===== config.mk =====
export PLATFORM = sky130hd
export DESIGN_NAME = alarm_sequencer
export DESIGN_NICKNAME = d
export VERILOG_FILES = /design/src/rtl/alarm_clock_pkg.sv /design/src/rtl/alarm_sequencer_tone_gen.sv /design/src/rtl/alarm_sequencer.sv
export SDC_FILE = /design/constraint.sdc
export NUM_CORES = 1
export LEC_CHECK = 0
export CORE_ASPECT_RATIO = 1.1
export CORE_MARGIN = 2
export CORE_UTILIZATION = 25
export CTS_CLUSTER_SIZE = 40
export DETAILED_ROUTE_END_ITERATION = 16
export GPL_TIMING_DRIVEN = 0
export PLACE_DENSITY = 0.42
export RECOVER_POWER = 25
export SKIP_CTS_REPAIR_TIMING = 1
export SLEW_MARGIN = 5
export SYNTH_ARGS = -nofsm -noshare
export SYNTH_HDL_FRONTEND = slang
export SYNTH_SLANG_ARGS = --single-unit

===== constraint.sdc =====
create_clock -name clk -period 3.22 [get_ports clk]
set_clock_uncertainty 0.1 [all_clocks]
set_input_delay 0.805 -clock clk [delete_from_list [all_inputs] [get_ports clk]]
set_output_delay 0.805 -clock clk [all_outputs]
set_load 0.05 [all_outputs]

===== src/rtl/alarm_clock_pkg.sv =====
// Shared types for the alarm clock: field widths, sequencer states and the
// time-of-day record used by the alarm, time and sequencer blocks.
package alarm_clock_pkg;

    localparam int unsigned HOUR_W = 4;
    localparam int unsigned MIN_W  = 6;

    typedef enum logic [1:0] {
        IDLE    = 2'd0,
        RINGING = 2'd1,
        SNOOZED = 2'd2
    } alarm_state_t;

    typedef struct packed {
        logic [HOUR_W-1:0] hours;
        logic [MIN_W-1:0]  minutes;
        logic              pm;
    } clock_time_t;

    // Hours 0 stands for 12, so a plain field compare is sufficient.
    function automatic logic time_eq(input clock_time_t a, input clock_time_t b);
        return (a == b);
    endfunction

endpackage


===== src/rtl/alarm_sequencer_tone_gen.sv =====
// Square-wave tone source: toggles every TONE_HALF clocks while enabled,
// held cleared (counter and output) while disabled.
module tone_gen #(
    parameter int unsigned TONE_HALF = 25000
) (
    input  logic clk,
    input  logic reset_n,
    input  logic en,
    output logic tone
);

    localparam int unsigned CNT_W = (TONE_HALF > 1) ? $clog2(TONE_HALF) : 1;

    logic [CNT_W-1:0] r_cnt;
    logic             r_tone;

    // Half-period counter; tone flips at each wrap, everything clears when disabled.
    always_ff @(posedge clk or negedge reset_n) begin
        if (!reset_n) begin
            r_cnt  <= '0;
            r_tone <= 1'b0;
        end else if (!en) begin
            r_cnt  <= '0;
            r_tone <= 1'b0;
        end else if (r_cnt == CNT_W'(TONE_HALF - 1)) begin
            r_cnt  <= '0;
            r_tone <= ~r_tone;
        end else begin
            r_cnt <= r_cnt + 1'b1;
        end
    end

    assign tone = r_tone;

endmodule


===== src/rtl/alarm_sequencer.sv =====
// Alarm sequencer: detects the rising edge of alarm/time equality, then rings,
// snoozes, times out or stops, driving a beep-gated tone to the speaker.
module alarm_sequencer
    import alarm_clock_pkg::*;
#(
    parameter int unsigned RING_SEC   = 60,
    parameter int unsigned SNOOZE_SEC = 300,
    parameter int unsigned MAX_SNOOZE = 3,
    parameter int unsigned TONE_HALF  = 25000
) (
    input  logic              clk,
    input  logic              reset_n,
    input  logic              sec_tick,
    input  logic              alarm_en,
    input  logic              snooze,
    input  logic              stop,
    input  logic [HOUR_W-1:0] alm_hours,
    input  logic [MIN_W-1:0]  alm_minutes,
    input  logic              alm_pm,
    input  logic [HOUR_W-1:0] time_hours,
    input  logic [MIN_W-1:0]  time_minutes,
    input  logic              time_pm,
    output logic              speaker,
    output logic              ringing,
    output logic              alarm_active,
    output logic [1:0]        snooze_cnt
);

    localparam int unsigned SEC_MAX = (RING_SEC > SNOOZE_SEC) ? RING_SEC : SNOOZE_SEC;
    localparam int unsigned SEC_W   = (SEC_MAX > 1) ? $clog2(SEC_MAX) : 1;

    alarm_state_t     r_state, w_state_nxt;
    logic [SEC_W-1:0] r_sec_cnt, w_sec_nxt;
    logic             r_beep, w_beep_nxt;
    logic [1:0]       r_snz_cnt, w_snz_nxt;
    logic             r_match_q;
    logic             r_seen_low;
    logic             r_speaker;
    logic             r_ringing;
    logic             r_active;

    clock_time_t      w_alarm_time;
    clock_time_t      w_now_time;
    logic             w_match;
    logic             w_trig;
    logic             w_tone;
    logic             w_tone_en;

    assign w_alarm_time = '{hours: alm_hours, minutes: alm_minutes, pm: alm_pm};
    assign w_now_time   = '{hours: time_hours, minutes: time_minutes, pm: time_pm};
    assign w_match      = time_eq(w_alarm_time, w_now_time);

    // r_seen_low blocks a trigger until match has been observed low once since
    // reset; match_q alone resets to 0 and would fire on a match already present.
    assign w_trig = w_match & ~r_match_q & r_seen_low & alarm_en;

    // Tone runs only while staying in RINGING, so it starts from a cleared
    // counter on entry and clears on the edge that leaves.
    assign w_tone_en = (r_state == RINGING) && (w_state_nxt == RINGING);

    tone_gen #(
        .TONE_HALF (TONE_HALF)
    ) u_tone_gen (
        .clk     (clk),
        .reset_n (reset_n),
        .en      (w_tone_en),
        .tone    (w_tone)
    );

    // State, counters and registered outputs.
    always_ff @(posedge clk or negedge reset_n) begin
        if (!reset_n) begin
            r_state    <= IDLE;
            r_sec_cnt  <= '0;
            r_beep     <= 1'b0;
            r_snz_cnt  <= '0;
            r_match_q  <= 1'b0;
            r_seen_low <= 1'b0;
            r_speaker  <= 1'b0;
            r_ringing  <= 1'b0;
            r_active   <= 1'b0;
        end else begin
            r_state    <= w_state_nxt;
            r_sec_cnt  <= w_sec_nxt;
            r_beep     <= w_beep_nxt;
            r_snz_cnt  <= w_snz_nxt;
            r_match_q  <= w_match;
            r_seen_low <= r_seen_low | ~w_match;
            r_speaker  <= (w_state_nxt == RINGING) & w_tone & w_beep_nxt;
            r_ringing  <= (w_state_nxt == RINGING);
            r_active   <= (w_state_nxt == RINGING) || (w_state_nxt == SNOOZED);
        end
    end

    // Next-state logic: disable, stop, snooze, timeout in decreasing priority.
    always_comb begin
        w_state_nxt = r_state;
        w_sec_nxt   = r_sec_cnt;
        w_beep_nxt  = r_beep;
        w_snz_nxt   = r_snz_cnt;

        if (!alarm_en) begin
            w_state_nxt = IDLE;
            w_sec_nxt   = '0;
            w_beep_nxt  = 1'b0;
            w_snz_nxt   = '0;
        end else begin
            unique case (r_state)
                IDLE: begin
                    if (w_trig) begin
                        w_state_nxt = RINGING;
                        w_sec_nxt   = '0;
                        w_beep_nxt  = 1'b1;
                        w_snz_nxt   = '0;
                    end
                end
                RINGING: begin
                    if (stop) begin
                        w_state_nxt = IDLE;
                        w_sec_nxt   = '0;
                        w_snz_nxt   = '0;
                    end else if (snooze && (r_snz_cnt < 2'(MAX_SNOOZE))) begin
                        w_state_nxt = SNOOZED;
                        w_sec_nxt   = '0;
                        w_snz_nxt   = r_snz_cnt + 2'd1;
                    end else if (sec_tick) begin
                        if (r_sec_cnt == SEC_W'(RING_SEC - 1)) begin
                            w_state_nxt = IDLE;
                            w_sec_nxt   = '0;
                            w_snz_nxt   = '0;
                        end else begin
                            w_sec_nxt  = r_sec_cnt + 1'b1;
                            w_beep_nxt = ~r_beep;
                        end
                    end
                end
                SNOOZED: begin
                    if (stop) begin
                        w_state_nxt = IDLE;
                        w_sec_nxt   = '0;
                        w_snz_nxt   = '0;
                    end else if (sec_tick) begin
                        if (r_sec_cnt == SEC_W'(SNOOZE_SEC - 1)) begin
                            w_state_nxt = RINGING;
                            w_sec_nxt   = '0;
                            w_beep_nxt  = 1'b1;
                        end else begin
                            w_sec_nxt = r_sec_cnt + 1'b1;
                        end
                    end
                end
                default: begin
                    w_state_nxt = IDLE;
                    w_sec_nxt   = '0;
                    w_snz_nxt   = '0;
                end
            endcase
        end
    end

    assign speaker      = r_speaker;
    assign ringing      = r_ringing;
    assign alarm_active = r_active;
    assign snooze_cnt   = r_snz_cnt;

endmodule

==> qor.yml <==
setup_path:
  slowest_delay_ns: 0.41
  cp-end-kind: "flop"
  worstPathArrival_ns: 3.12
  worstSetupPathType: "in2reg"
  worstPathMaxFanout: 10
  crit_required_ns: 3.34
  r2r_slack_ns: 0.38
  cp_slowest_cell: "clkdlybuf4s50_1"
  critPathLaunchType: "primary input"
  path_cells: "clkdlybuf4s50_1 > xnor2_1 > nand4_2 > nor4_4 > nand2_1 > a21oi_1 > ha_2 > nand3_2 > buf_4 > nor2_1"
pwr:
  fin_total_pwr_mw: 0.854
  ir_worst_vdd_mv: 0.115
  power_leakage_nw: 1.02
  powerDensity_nw_per_um2: 318
clock_tree:
  clk-insertion-delay-late_ns: 0.30
  cts_root_buf: "clkbuf_8"
  htreeDepth: 2
  cts_tree: "done"
  clock-sinks: 35
  clk_pin_slew_ns: 0.07
  cts_max_path_buffers: 2
  numCtsBuffers: 5
placed_design:
  place.gp.congestion: 0.745
  dp_cells: 367
  dp_hpwl_um: 3690
  io_buffer_count: 31
  place_area_sq_um: 2570
  dp_slack_ns: -0.568
run_status:
  status: "complete, but fails checks"
  failed_checks: "max-capacitance violations, max-slew violations"
logic_synthesis:
  synth-seq-cells: 35
  synthCells: 225
  syn-cell-area_sq_um: 2120
  synth.area.top_cells: "dfrtp_1 41%, xnor2_1 7.8%, ha_1 4.7%"
  synth_top_area_share_pct: 41.2
  yosysTopAreaCell: "dfrtp_1"
  synth_edf_count: 0
  synthArstFlopShare_pct: 100
  avgSynthCellArea_sq_um: 9.44
  syn-num-nets: 261
  yosys_warnings: 0
  synth-main-ff-cell: "dfrtp_1"
  yosysMostFrequentCell: "dfrtp_1"
  seq_area_frac_synth_pct: 41.2
  ys_top_cells_by_count: "35 x dfrtp_1, 24 x nor2_1, 19 x xnor2_1"
  synth.distinct_cells: 45
timing:
  setup_viol: 0
  period_share_pct: 93.4
  fin_crit_ns: 3.01
  worst_slack_ns: 0.212
  fin_setup_tns_ns: 0
  drv_slew: 36
  finalHoldViolCount: 0
  rsz0062_at_grt: "no"
  holdWs_ns: 0.369
  tightest_slew_ns: 1.94
  slew-limit-headroom_pct: -29.5
  timing.fmax_mhz: 332
floorplan:
  io_pins: 33
  core_sq_um: 8320
  die_w_um: 91.9
  dieArea_sq_um: 9250
  start_util_pct: 25.5
  fp.dieH_um: 101
  rows: 35
grt:
  grt_pass1_vias: 1762
  track_usage_pct: 11.2
  grt_max_degree: 36
  grt_overflow: 0
  grt_pass1_wl_um: 8230
  antenna_found_initial: 0
route:
  vias: 1827
  routedWlPerCell_um: 13.2
  ant_nets: 0
  drt_wl_total_um: 4950
  detail_route.vias_per_cell: 4.89
  drcViolationCount: 0
  drtIter0Drc: 62
  dr.pass1.iters: 4
flow_run:
  drv_cap: 1
final_layout:
  area_growth_pct: 26.4
  fin_cells: 374
  final_nets: 299
  drive_above_1_share_pct: 7.60
  final_cell_area_sq_um: 2690
  diodes: 0
  utilization_pct: 32.3
worst_hold_path:
  hold_path.class: "reg2reg"
-- metal layers --
metal / up-vias / routed length, um / global-route usage, %
met5: - / 0 / 0
met4: 0 / 83 / 4.36
met3: 9 / 251 / 3.22
met2: 49 / 2330 / 18.9
met1: 876 / 2290 / 13.5
li1: 893 / - / -
-- registers in the layout (all words and copies together), names as in the netlist, 2 cells and up --
signal and cells:
r_sec_cnt 9, r_state 2, snooze_cnt 2, u_tone_gen.r_cnt 15
-- critical path, delay by kind of cell --
| kind | cells | cell delay (ns) |
|---|---|---|
| buf+inv | 2 | 0.66 |
| fa+ha+maj | 1 | 0.25 |
| simple gates | 5 | 0.99 |
| compound gates | 1 | 0.23 |
| xor+xnor | 1 | 0.19 |
-- final cells by class --
type	count	area, sq um
Multi-Input combinational cell	175	1220
Sequential cell	35	876
Tap cell	111	139
Inverter	10	37.5
Clock buffer	6	82.6
Buffer	5	25.0
Timing Repair Buffer	31	304
Fill cell	882	5630
Clock inverter	1	5.00
-- kinds of logic after synthesis --
kind of cell	Yosys count	share of synthesized area, %
adders and majority gates	8	4.71
buffers and inverters	15	2.77
DFF	35	41.2
and+or+nand+nor	98	25.0
xor gates and xnor gates	25	10.7
AOI/OAI and AO/OA	43	15.1
muxes	1	0.471
-- layout by cell type (no fill, tap or decap), drive strengths merged, types with 3 or more instances in the layout --
| cell | Yosys | layout |
|---|---|---|
| dfrtp | 35 | 35 |
| clkdlybuf4s50 | 0 | 30 |
| nor2 | 24 | 24 |
| xnor2 | 20 | 20 |
| nand3 | 17 | 17 |
| nand2 | 13 | 13 |
| inv | 10 | 10 |
| and3 | 10 | 10 |
| o21ai | 9 | 9 |
| clkbuf | 3 | 9 |
| ha | 8 | 8 |
| nor2b | 7 | 7 |
| nor3 | 7 | 7 |
| o22ai | 6 | 6 |
| nand2b | 5 | 5 |
| a32o | 5 | 5 |
| xor2 | 5 | 5 |
| o211ai | 5 | 5 |
| a21oi | 3 | 3 |
| buf | 2 | 3 |
| nor4b | 3 | 3 |
| nor4 | 3 | 3 |
-- power breakdown --
group	total [mW]	switching (mW)	internal, mW
registers	0.440	0.0000539	0.439
clock network	0.335	0.167	0.168
logic	0.0798	0.0373	0.0425
total	0.854	0.204	0.650
-- worst paths after layout --
kind,start,depth (start not counted),endpoint
setup / recovery,time_hours[3],10,u_tone_gen.r_cnt[7]$_DFF_PN0_
min in group asynchronous,reset_n,1,r_state[1]$_DFF_PN0_
setup reg to reg,r_state[1]$_DFF_PN0_,11,u_tone_gen.r_cnt[7]$_DFF_PN0_
max in group asynchronous,reset_n,1,u_tone_gen.r_cnt[4]$_DFF_PN0_
hold / removal,u_tone_gen.r_cnt[0]$_DFF_PN0_,1,u_tone_gen.r_cnt[0]$_DFF_PN0_
hold reg to reg,u_tone_gen.r_cnt[0]$_DFF_PN0_,1,u_tone_gen.r_cnt[0]$_DFF_PN0_
Note: power is estimated with default switching activity, not from simulation.
